[src/rtl/stopwatch_pkg.sv]
// Shared definitions for the BCD stopwatch: 7-segment digit codes,
// the BCD-to-segment decoder and the per-digit modulus lookup.
// Segment bit order is a (msb) .. g (lsb); the base codes are active-low.
package stopwatch_pkg;

  localparam logic [6:0] SEG_0 = 7'b0000001;
  localparam logic [6:0] SEG_1 = 7'b1001111;
  localparam logic [6:0] SEG_2 = 7'b0010010;
  localparam logic [6:0] SEG_3 = 7'b0000110;
  localparam logic [6:0] SEG_4 = 7'b1001100;
  localparam logic [6:0] SEG_5 = 7'b0100100;
  localparam logic [6:0] SEG_6 = 7'b0100000;
  localparam logic [6:0] SEG_7 = 7'b0001111;
  localparam logic [6:0] SEG_8 = 7'b0000000;
  localparam logic [6:0] SEG_9 = 7'b0000100;

  // Decode one BCD digit; codes above 9 cannot occur and fall back to '0'.
  // With active_low cleared the whole pattern is inverted for active-high pins.
  function automatic logic [6:0] seg7_decode(input logic [3:0] bcd, input logic active_low);
    logic [6:0] code;
    case (bcd)
      4'd0:    code = SEG_0;
      4'd1:    code = SEG_1;
      4'd2:    code = SEG_2;
      4'd3:    code = SEG_3;
      4'd4:    code = SEG_4;
      4'd5:    code = SEG_5;
      4'd6:    code = SEG_6;
      4'd7:    code = SEG_7;
      4'd8:    code = SEG_8;
      4'd9:    code = SEG_9;
      default: code = SEG_0;
    endcase
    return active_low ? code : ~code;
  endfunction

  // Modulus of digit k: tenths and seconds units count to 10, seconds tens
  // to 6, every minute digit above that to 10.
  function automatic int DIGIT_MOD(input int k);
    return (k == 2) ? 6 : 10;
  endfunction

endpackage

[src/rtl/bcd_digit_cnt.sv]
// Single BCD digit counter with a configurable modulus. It advances on
// 'en' and wraps from MOD-1 back to zero; 'at_max' lets the parent build
// the carry chain without knowing each digit's modulus.
module bcd_digit_cnt #(
  parameter int MOD = 10
) (
  input  logic       clk,
  input  logic       reset,
  input  logic       clear,
  input  logic       en,
  output logic [3:0] q,
  output logic       at_max
);

  localparam logic [3:0] MAX_VAL = 4'(MOD - 1);

  logic [3:0] q_q;
  logic [3:0] q_d;

  assign at_max = (q_q == MAX_VAL);
  assign q      = q_q;

  // Next digit value: step when enabled, wrapping at the modulus.
  always_comb begin
    q_d = q_q;
    if (en) begin
      q_d = at_max ? 4'd0 : q_q + 4'd1;
    end
  end

  // Digit register; synchronous active-low reset, then clear, then count.
  always_ff @(posedge clk) begin
    if (!reset) begin
      q_q <= 4'd0;
    end else if (clear) begin
      q_q <= 4'd0;
    end else begin
      q_q <= q_d;
    end
  end

endmodule

[src/rtl/stopwatch_bcd_lap.sv]
// Multi-digit BCD stopwatch with registered 7-segment outputs.
// A prescaler turns the board clock into a 0.1 s tick that ripples through
// a chain of bcd_digit_cnt instances (tenths, s, 10 s, min, 10 min, ...).
// Optional lap freeze: define STOPWATCH_LAP_EN to hold the display on a
// latched copy of the count while the live count keeps running; without it
// lap_req is ignored and lap_active stays low.
module stopwatch_bcd_lap
  import stopwatch_pkg::*;
#(
  parameter int TICK_DIV       = 5000000,
  parameter int NUM_DIGITS     = 4,
  parameter int SEG_ACTIVE_LOW = 1
) (
  input  logic                    clk,
  input  logic                    reset,
  input  logic                    run,
  input  logic                    clear,
  input  logic                    lap_req,
  output logic [7*NUM_DIGITS-1:0] seg,
  output logic [4*NUM_DIGITS-1:0] bcd,
  output logic                    lap_active,
  output logic                    ovf
);

  localparam int PW = (TICK_DIV > 1) ? $clog2(TICK_DIV) : 1;
  localparam logic [PW-1:0] PRESC_MAX = PW'(TICK_DIV - 1);
  localparam logic          SEG_AL    = (SEG_ACTIVE_LOW != 0);
  localparam logic [6:0]    SEG_ZERO  = seg7_decode(4'd0, SEG_AL);

  logic [PW-1:0]           presc_q;
  logic [PW-1:0]           presc_d;
  logic                    tick;
  logic [NUM_DIGITS:0]     carry;
  logic [NUM_DIGITS-1:0]   digitAtMax;
  logic [4*NUM_DIGITS-1:0] liveBcd;
  logic [4*NUM_DIGITS-1:0] dispBcd;
  logic                    ovf_q;
  logic                    ovf_d;
  logic [7*NUM_DIGITS-1:0] seg_q;
  logic [7*NUM_DIGITS-1:0] seg_d;

  // The tick fires on the last prescaler count of a running period only,
  // so holding run low never loses a partially elapsed tenth.
  assign tick = run && (presc_q == PRESC_MAX);

  // Prescaler next state: advance while running, restart after a tick.
  always_comb begin
    presc_d = presc_q;
    if (run) begin
      presc_d = tick ? '0 : presc_q + PW'(1);
    end
  end

  // Prescaler register; clear restarts the partial tenth.
  always_ff @(posedge clk) begin
    if (!reset) begin
      presc_q <= '0;
    end else if (clear) begin
      presc_q <= '0;
    end else begin
      presc_q <= presc_d;
    end
  end

  // Carry into digit k is the tick gated by every lower digit sitting at max;
  // the carry out of the top digit marks the full-scale wrap.
  assign carry[0] = tick;

  for (genvar i = 0; i < NUM_DIGITS; i++) begin : g_digit
    bcd_digit_cnt #(
      .MOD(DIGIT_MOD(i))
    ) u_digit (
      .clk    (clk),
      .reset  (reset),
      .clear  (clear),
      .en     (carry[i]),
      .q      (liveBcd[4*i +: 4]),
      .at_max (digitAtMax[i])
    );
    assign carry[i+1] = carry[i] & digitAtMax[i];
  end

  assign ovf_d = carry[NUM_DIGITS];

  // Overflow pulse lines up with the cycle in which the digits read all-zero.
  always_ff @(posedge clk) begin
    if (!reset) begin
      ovf_q <= 1'b0;
    end else if (clear) begin
      ovf_q <= 1'b0;
    end else begin
      ovf_q <= ovf_d;
    end
  end

`ifdef STOPWATCH_LAP_EN
  logic                    lap_q;
  logic                    lap_d;
  logic [4*NUM_DIGITS-1:0] latch_q;
  logic [4*NUM_DIGITS-1:0] latch_d;

  // A lap request toggles the freeze; entering it captures the pre-tick count.
  always_comb begin
    lap_d   = lap_q;
    latch_d = latch_q;
    if (lap_req) begin
      if (!lap_q) begin
        lap_d   = 1'b1;
        latch_d = liveBcd;
      end else begin
        lap_d = 1'b0;
      end
    end
  end

  // Lap state registers; clear drops the freeze along with the count.
  always_ff @(posedge clk) begin
    if (!reset) begin
      lap_q   <= 1'b0;
      latch_q <= '0;
    end else if (clear) begin
      lap_q   <= 1'b0;
      latch_q <= '0;
    end else begin
      lap_q   <= lap_d;
      latch_q <= latch_d;
    end
  end

  assign dispBcd    = lap_q ? latch_q : liveBcd;
  assign lap_active = lap_q;
`else
  logic lap_req_unused;

  assign lap_req_unused = lap_req;
  assign dispBcd        = liveBcd;
  assign lap_active     = 1'b0;
`endif

  // Segment patterns for every digit of whichever count is being displayed.
  always_comb begin
    seg_d = '0;
    for (int i = 0; i < NUM_DIGITS; i++) begin
      seg_d[7*i +: 7] = seg7_decode(dispBcd[4*i +: 4], SEG_AL);
    end
  end

  // Registered segment drivers; reset and clear both show '0' on every digit.
  always_ff @(posedge clk) begin
    if (!reset) begin
      seg_q <= {NUM_DIGITS{SEG_ZERO}};
    end else if (clear) begin
      seg_q <= {NUM_DIGITS{SEG_ZERO}};
    end else begin
      seg_q <= seg_d;
    end
  end

  assign seg = seg_q;
  assign bcd = liveBcd;
  assign ovf = ovf_q;

endmodule

[config.mk]
export PLATFORM = sky130hd
export DESIGN_NAME = stopwatch_bcd_lap
export DESIGN_NICKNAME = d
export VERILOG_FILES = /design/src/rtl/stopwatch_pkg.sv /design/src/rtl/bcd_digit_cnt.sv /design/src/rtl/stopwatch_bcd_lap.sv
export SDC_FILE = /design/constraint.sdc
export NUM_CORES = 1
export LEC_CHECK = 0
export CAP_MARGIN = 20
export CORE_MARGIN = 2
export CORE_UTILIZATION = 58
export CTS_CLUSTER_SIZE = 14
export DETAILED_ROUTE_END_ITERATION = 7
export PLACE_DENSITY = 0.85
export SKIP_CTS_REPAIR_TIMING = 1
export SYNTH_ARGS = -nofsm -noshare
export SYNTH_HDL_FRONTEND = slang
export SYNTH_HIERARCHICAL = 1
export SYNTH_SLANG_ARGS = --single-unit
[constraint.sdc]
create_clock -name clk -period 7.2 [get_ports clk]
set_clock_uncertainty 0.05 [all_clocks]
set_input_delay 1.44 -clock clk [delete_from_list [all_inputs] [get_ports clk]]
set_output_delay 1.44 -clock clk [all_outputs]
set_load 0.05 [all_outputs]
==> results of run 1 <==
[state kept, by name (all words and copies together) (netlist names)]
register,flops
ovf,1
seg,28
presc_q,23
g_digit.u_digit/q,16
[cells in the mapped netlist, types with 6 or more instances]
cell,n,area [sq um]
ha_1,21,263
nor3_1,6,30.0
or3_1,10,62.6
inv_1,10,37.5
nand4_1,10,62.6
xnor2_1,11,96.3
clkbuf_1,9,33.8
xor2_1,13,114
nand2_1,25,93.8
nor2_1,38,143
and2_1,7,43.8
a21oi_1,26,130
nand2b_1,19,119
o21ai_0,15,75.1
dfxtp_1,68,1360
nand3_1,11,55.1
[worst max path at each step]
stage / to / from / cells after the start / slack, ns
2_1_floorplan: g_digit[3].u_digit/q[1] / run / 9 / 3.88
3_3_place_gp: g_digit[3].u_digit/q[1] / run / 8 / 3.16
3_5_place_dp: g_digit[3].u_digit/q[1] / run / 8 / 3.10
4_1_cts: g_digit[3].u_digit/q[1] / run / 8 / 3.45
5_1_grt: g_digit[3].u_digit/q[1] / run / 8 / 3.28
6_report: g_digit[3].u_digit/q[1] / run / 8 / 3.44
[layer usage]
metal,vias up,global-route usage,wire [um]
met2,55,0.367,2980
met4,0,0.100,103
met5,-,0,0
li1,1349,-,-
met3,9,0.0557,297
met1,1220,0.267,2820
[metrics by stage]
| stage | hold WS [ns] | setup WS [ns] | std cells | area [sq um] |
|---|---|---|---|---|
| 6_report | 0.441 | 3.44 | 488 | 4000 |
| 5_1_grt | 0.461 | 3.28 | 488 | 4000 |
| 4_1_cts | 0.439 | 3.45 | 488 | 4000 |
| 3_5_place_dp | 0.427 | 3.10 | 472 | 3760 |
| 3_3_place_gp | 0.411 | 3.16 | 472 | 3760 |
| 2_1_floorplan | 0.396 | 3.88 | 366 | 3250 |
[cell usage in the layout (no fill, tap or decap), drive strengths merged, types with 4 or more instances in the layout]
cell | Yosys | layout
inv | 11 | 11
o31ai | 4 | 4
or4 | 5 | 5
nand2 | 26 | 26
a21oi | 30 | 30
o21ai | 15 | 15
mux2i | 5 | 5
nor4 | 5 | 5
nand2b | 19 | 19
ha | 21 | 21
nor2b | 8 | 8
clkdlybuf4s50 | 0 | 48
nand3 | 11 | 11
nor2 | 38 | 38
and2 | 7 | 7
clkbuf | 9 | 9
nor3 | 7 | 7
dfxtp | 68 | 68
xnor2 | 11 | 11
or3 | 10 | 10
nand4 | 11 | 11
xor2 | 13 | 13
[power by group through the flow]
| stage | clock network (mW) | logic, mW | registers [mW] |
|---|---|---|---|
| after detailed placement | 0 | 0.0132 | 0.385 |
| final | 0.369 | 0.0132 | 0.377 |
| after CTS | 0.377 | 0.0132 | 0.377 |
| after floorplan | 0 | 0.00967 | 0.385 |
| after global routing | 0.394 | 0.0144 | 0.376 |
| after global placement | 0 | 0.0130 | 0.385 |
[worst max-delay path, stage by stage]
cell	delay, ns
clkdlybuf4s50_1	0.61
and4_1	0.34
nand3_1	0.19
nor3_2	0.51
and3_1	0.33
nand2_1	0.10
or3_1	0.33
a21oi_2	0.12
[cells by family after synthesis]
kind of cell	after synthesis	synth area share
AND/OR/NAND/NOR	163	0.279
flip-flops	68	0.418
AO/OA/AOI/OAI	58	0.107
buffers and inverters	26	0.0338
XOR/XNOR	24	0.0646
adder cells (fa/ha/maj)	21	0.0808
multiplexers	5	0.0154
other	1	0.00115
[cell type report]
type,count,area [sq um]
multi-input cells,272,1780
repair buffers,49,488
flip-flops and latches,68,1360
fillers,419,1470
clock inverters,7,115
well taps,72,90.1
clock buffers,9,124
inverters,11,41.3
==> impl_metrics.csv, run 1 <==
group,metric,value,unit
worst_setup_path,reg2reg_from,"presc_q[8]",
clocking,root_buffer,"clkbuf_8",
clocking,cts.sinks,68,
logic_synthesis,syn_area,0.00325,sq mm
worst_setup_path,worstSetupPathType,"in -> reg",
logic_synthesis,seq_area_frac_synth,0.418,
logic_synthesis,synth_edf_count,0,
power_and_ir_drop,p_sw_frac,0.198,
logic_synthesis,yosysUniqueCellTypes,43,
power_and_ir_drop,peakVddDrop,110,uV
grt,grt_pass1_wl,11000,um
clocking,clkSlewWorstSetupHoldPaths,0.07,ns
route,firstDrtPassIters,4,
finish,final_util,0.731,
route,drc,0,
floorplanning,std_cell_rows,27,
floorplanning,initial_core_util,0.594,
power_and_ir_drop,p_clk_frac,0.486,
route,ant_nets,0,
power_and_ir_drop,switchingPower,0.150,mW
power_and_ir_drop,total_power,0.759,mW
worst_setup_path,critPathRequiredTime,7.42,ns
sta,finalMaxSlewViolations,0,
route,routed_wl,6200,um
floorplanning,die_area,0.00622,sq mm
worst_setup_path,ff2ff_path_depth,7,
worst_setup_path,startpoint_type,"input pin",
logic_synthesis,synth_seq_cells,68,
grt,grt_pass1_vias,2592,
sta,rsz0062_at_grt,"false",
floorplanning,die_h,78.9,um
placed_design,io_buffers,48,
logic_synthesis,synth_cells,366,
finish,drive_gt1_frac,0.0865,
grt,grt_max_degree,22,
route,wl_per_cell,12.7,um
worst_setup_path,crit_fanout,9,
sta,finalCritPeriodShare,0.522,
finish,fin_nets,437,
worst_hold_path,hold_path_depth,2,
floorplanning,ios,51,
floorplanning,fp.dieW,78.9,um
power_and_ir_drop,comb_power_share,0.017,
floorplanning,core,0.00547,sq mm
route,vias,2633,
finish,antenna_cells,0,
logic_synthesis,async_flop_share,0,
sta,worst_pin_slew,0.770,ns
logic_synthesis,synth_nets,392,
sta,setup_viol,0,
logic_synthesis,syn_area_per_cell,8.89,sq um
clocking,cts_buffers,9,
grt,antenna_found_initial,0,
job,drv_cap,0,
clocking,cts_tree,"yes",
grt,overflow,0,
logic_synthesis,synth_ff_type,"dfxtp_1",
power_and_ir_drop,intPower,0.609,mW
placed_design,gp_congestion,0.812,
sta,fmax,266,MHz
outcome,status,"complete, no violations",
power_and_ir_drop,seqPwrFrac,0.496,
clocking,htreeDepth,3,
sta,slew_headroom,0.486,
worst_hold_path,hp-class,"reg -> reg",
clocking,clk_latency,0.34,ns
route,drt-vias-per-instance,5.40,
sta,tns,0,ns
worst_setup_path,ff2ff_setup_slack,4.53,ns
placed_design,dp.final_hpwl,4310,um
power_and_ir_drop,p_per_area,190,mW/mm^2
worst_setup_path,end_kind,"flop",
clocking,clk_path_buf_depth,2,
worst_setup_path,worst_r2r_endpoint,"g_digit[3].u_digit/q[1]",
power_and_ir_drop,static-leakage-power,1.34,nW
finish,area_delta_synth_final,23.0,%
worst_hold_path,holdCritStartpoint,"presc_q[21]",
logic_synthesis,yosys_warnings,6,
grt,grt_use_total,0.220,
sta,finalCriticalPeriod,3.76,ns
route,drt_iter0_markers,117,
worst_hold_path,min_to,"presc_q[21]",
sta,hold_viol,0,
worst_setup_path,arrival,3.98,ns
Note: power is estimated with default switching activity, not from simulation.
==> run 2, diff against run 1 <==
CORE_UTILIZATION = 48   (was 58)
PLACE_DENSITY = 0.75   (was 0.85)
clock period = 3.3 ns   (was 7.2 ns; I/O delays follow)
==> run 2 against run 1 <==
Power rose by 110%; clock power rose by 100%; critical endpoint unchanged; sequential power rose by 120%; via count rose by 2.2%; highest routed layer unchanged; setup slack got worse by 2.8 ns.
==> impl_metrics.csv, run 2 (synthesized netlist as in run 1, its figures left out) <==
group,metric,value,unit
clocking,cts.sinks,68,
clocking,root_buffer,"clkbuf_8",
finish,fillerInstances,587,
power_and_ir_drop,static-leakage-power,1.35,nW
sta,finalMaxSlewViolations,0,
route,routed_wl,6740,um
worst_setup_path,ff2ff_setup_slack,0.80,ns
power_and_ir_drop,total_power,1.60,mW
worst_setup_path,cp-startpoint,"run",
sta,hold_viol,0,
worst_setup_path,startpoint_type,"input pin",
worst_setup_path,crit_fanout,6,
grt,antenna_found_initial,0,
grt,grt_pass1_wl,11400,um
placed_design,placedCellCount,483,
placed_design,postPlaceCellArea,0.00379,sq mm
grt,overflow,0,
route,wl_per_cell,13.5,um
sta,worst_pin_slew,0.549,ns
placed_design,io_buffers,48,
route,vias,2690,
route,drc,0,
finish,final_cell_mix,"68 x dfxtp_1, 48 x clkdlybuf4s50_1, 38 x nor2_1, 26 x a21oi_1, 25 x nand2_1",
clocking,htreeDepth,3,
floorplanning,core,0.00668,sq mm
grt,grt_use_total,0.189,
job,drv_cap,0,
finish,antenna_cells,0,
grt,grt_pass1_vias,2616,
route,firstDrtPassIters,5,
sta,setup_viol,0,
clocking,clkSlewWorstSetupHoldPaths,0.07,ns
worst_hold_path,holdCritStartpoint,"presc_q[21]",
worst_hold_path,hp-class,"reg -> reg",
worst_setup_path,critPathRequiredTime,3.52,ns
finish,layout.cells.non_filler,499,
floorplanning,fp.dieW,86.3,um
worst_setup_path,crit_family,"simple AND/OR/NAND/NOR gates",
finish,fin_nets,440,
placed_design,dp.final_hpwl,4580,um
finish,design_area,0.00401,sq mm
worst_setup_path,reg2reg_from,"presc_q[8]",
floorplanning,ios,51,
worst_setup_path,crit_slowest_cell,"clkdlybuf4s50_1",
floorplanning,die_h,86.3,um
placed_design,dp_worst_setup_slack,0.354,ns
sta,finalCritPeriodShare,0.802,
worst_setup_path,crit_chain,"clkdlybuf4s50_1 -> and4_1 -> nand3_1 -> nor3_2 -> and3_1 -> nand2_1 -> or3_1 -> a21oi_2",
floorplanning,initial_core_util,0.487,
finish,drive_gt1_frac,0.0883,
sta,fin_ws,0.655,ns
finish,final_common_cell,"dfxtp_1",
sta,rsz0062_at_grt,"false",
clocking,cts_tree,"yes",
outcome,status,"complete, no violations",
worst_setup_path,worstSetupPathType,"in -> reg",
worst_setup_path,cp_num_buf_inv,1,
clocking,cts_buffers,9,
clocking,clk_path_buf_depth,2,
power_and_ir_drop,p_per_area,400,mW/mm^2
route,ant_nets,0,
route,drt-vias-per-instance,5.39,
sta,slew_headroom,0.634,
route,drt_iter0_markers,129,
floorplanning,die_area,0.00745,sq mm
finish,area_delta_synth_final,23.3,%
sta,fmax,378,MHz
grt,grt_max_degree,22,
sta,finalCriticalPeriod,2.64,ns
floorplanning,std_cell_rows,30,
clocking,clk_latency,0.34,ns
worst_setup_path,max_stage_delay,0.49,ns
worst_setup_path,end_kind,"flop",
placed_design,gp_congestion,0.758,
finish,largest_reg_flops,28,
power_and_ir_drop,peakVddDrop,248,uV
sta,tns,0,ns
worst_setup_path,arrival,2.87,ns
## run 2: cell types whose count changed in the layout (fill, tap and decap cells not counted)
cell,delta
clkbuf_8,+1
clkinv_2,-1
clkbuf_1,+2
bufinv_16,-1
clkinvlp_4,-1
buf_4,+3
## run 2: final timing paths
path / endpoint / cells after the start
worst max register to register: g_digit[3].u_digit/q[1] / 7
worst min-delay path: presc_q[21] / 2
worst max-delay path: g_digit[3].u_digit/q[1] / 8
worst min register to register: presc_q[21] / 2
## run 2: worst register-to-register path, cell delays in order (launching register included)
cell and delay (ns):
dfxtp_1 0.40, and2_1 0.21, or4b_2 0.68, nor3_2 0.25, and3_1 0.28, nand2_1 0.09
or3_1 0.34, a21oi_2 0.14
## run 2: cell type report
type,count,area [sq um],area share
multi-input combinational,272,1780,0.444
timing repair buffer,52,510,0.127
clock buffer,12,145,0.0362
sequential,68,1360,0.339
tap,80,100,0.0249
clock inverter,4,72.6,0.0181
inverter,11,41.3,0.0103
## run 2: through the flow
step	util	hold WS (ns)
6_report	0.601	0.434
5_1_grt	0.601	0.468
4_1_cts	0.601	0.439
3_5_place_dp	0.568	0.427
3_3_place_gp	0.568	0.411
2_1_floorplan	-	0.396
## run 2: layer usage
layer | routed length (um) | share of wire | GRT usage | vias to the layer above
li1 | - | - | - | 1362
met1 | 3080 | 0.46 | 0.228 | 1263
met2 | 3250 | 0.48 | 0.314 | 50
met3 | 217 | 0.032 | 0.0381 | 15
met4 | 188 | 0.028 | 0.102 | 0
met5 | 0 | 0 | 0 | -
## run 2: power by group
| part | internal [mW] | total (mW) | switching (mW) |
|---|---|---|---|
| Combinational | 0.00976 | 0.0314 | 0.0216 |
| Clock | 0.446 | 0.751 | 0.306 |
| Sequential | 0.821 | 0.822 | 0.000856 |
| Total | 1.28 | 1.60 | 0.328 |
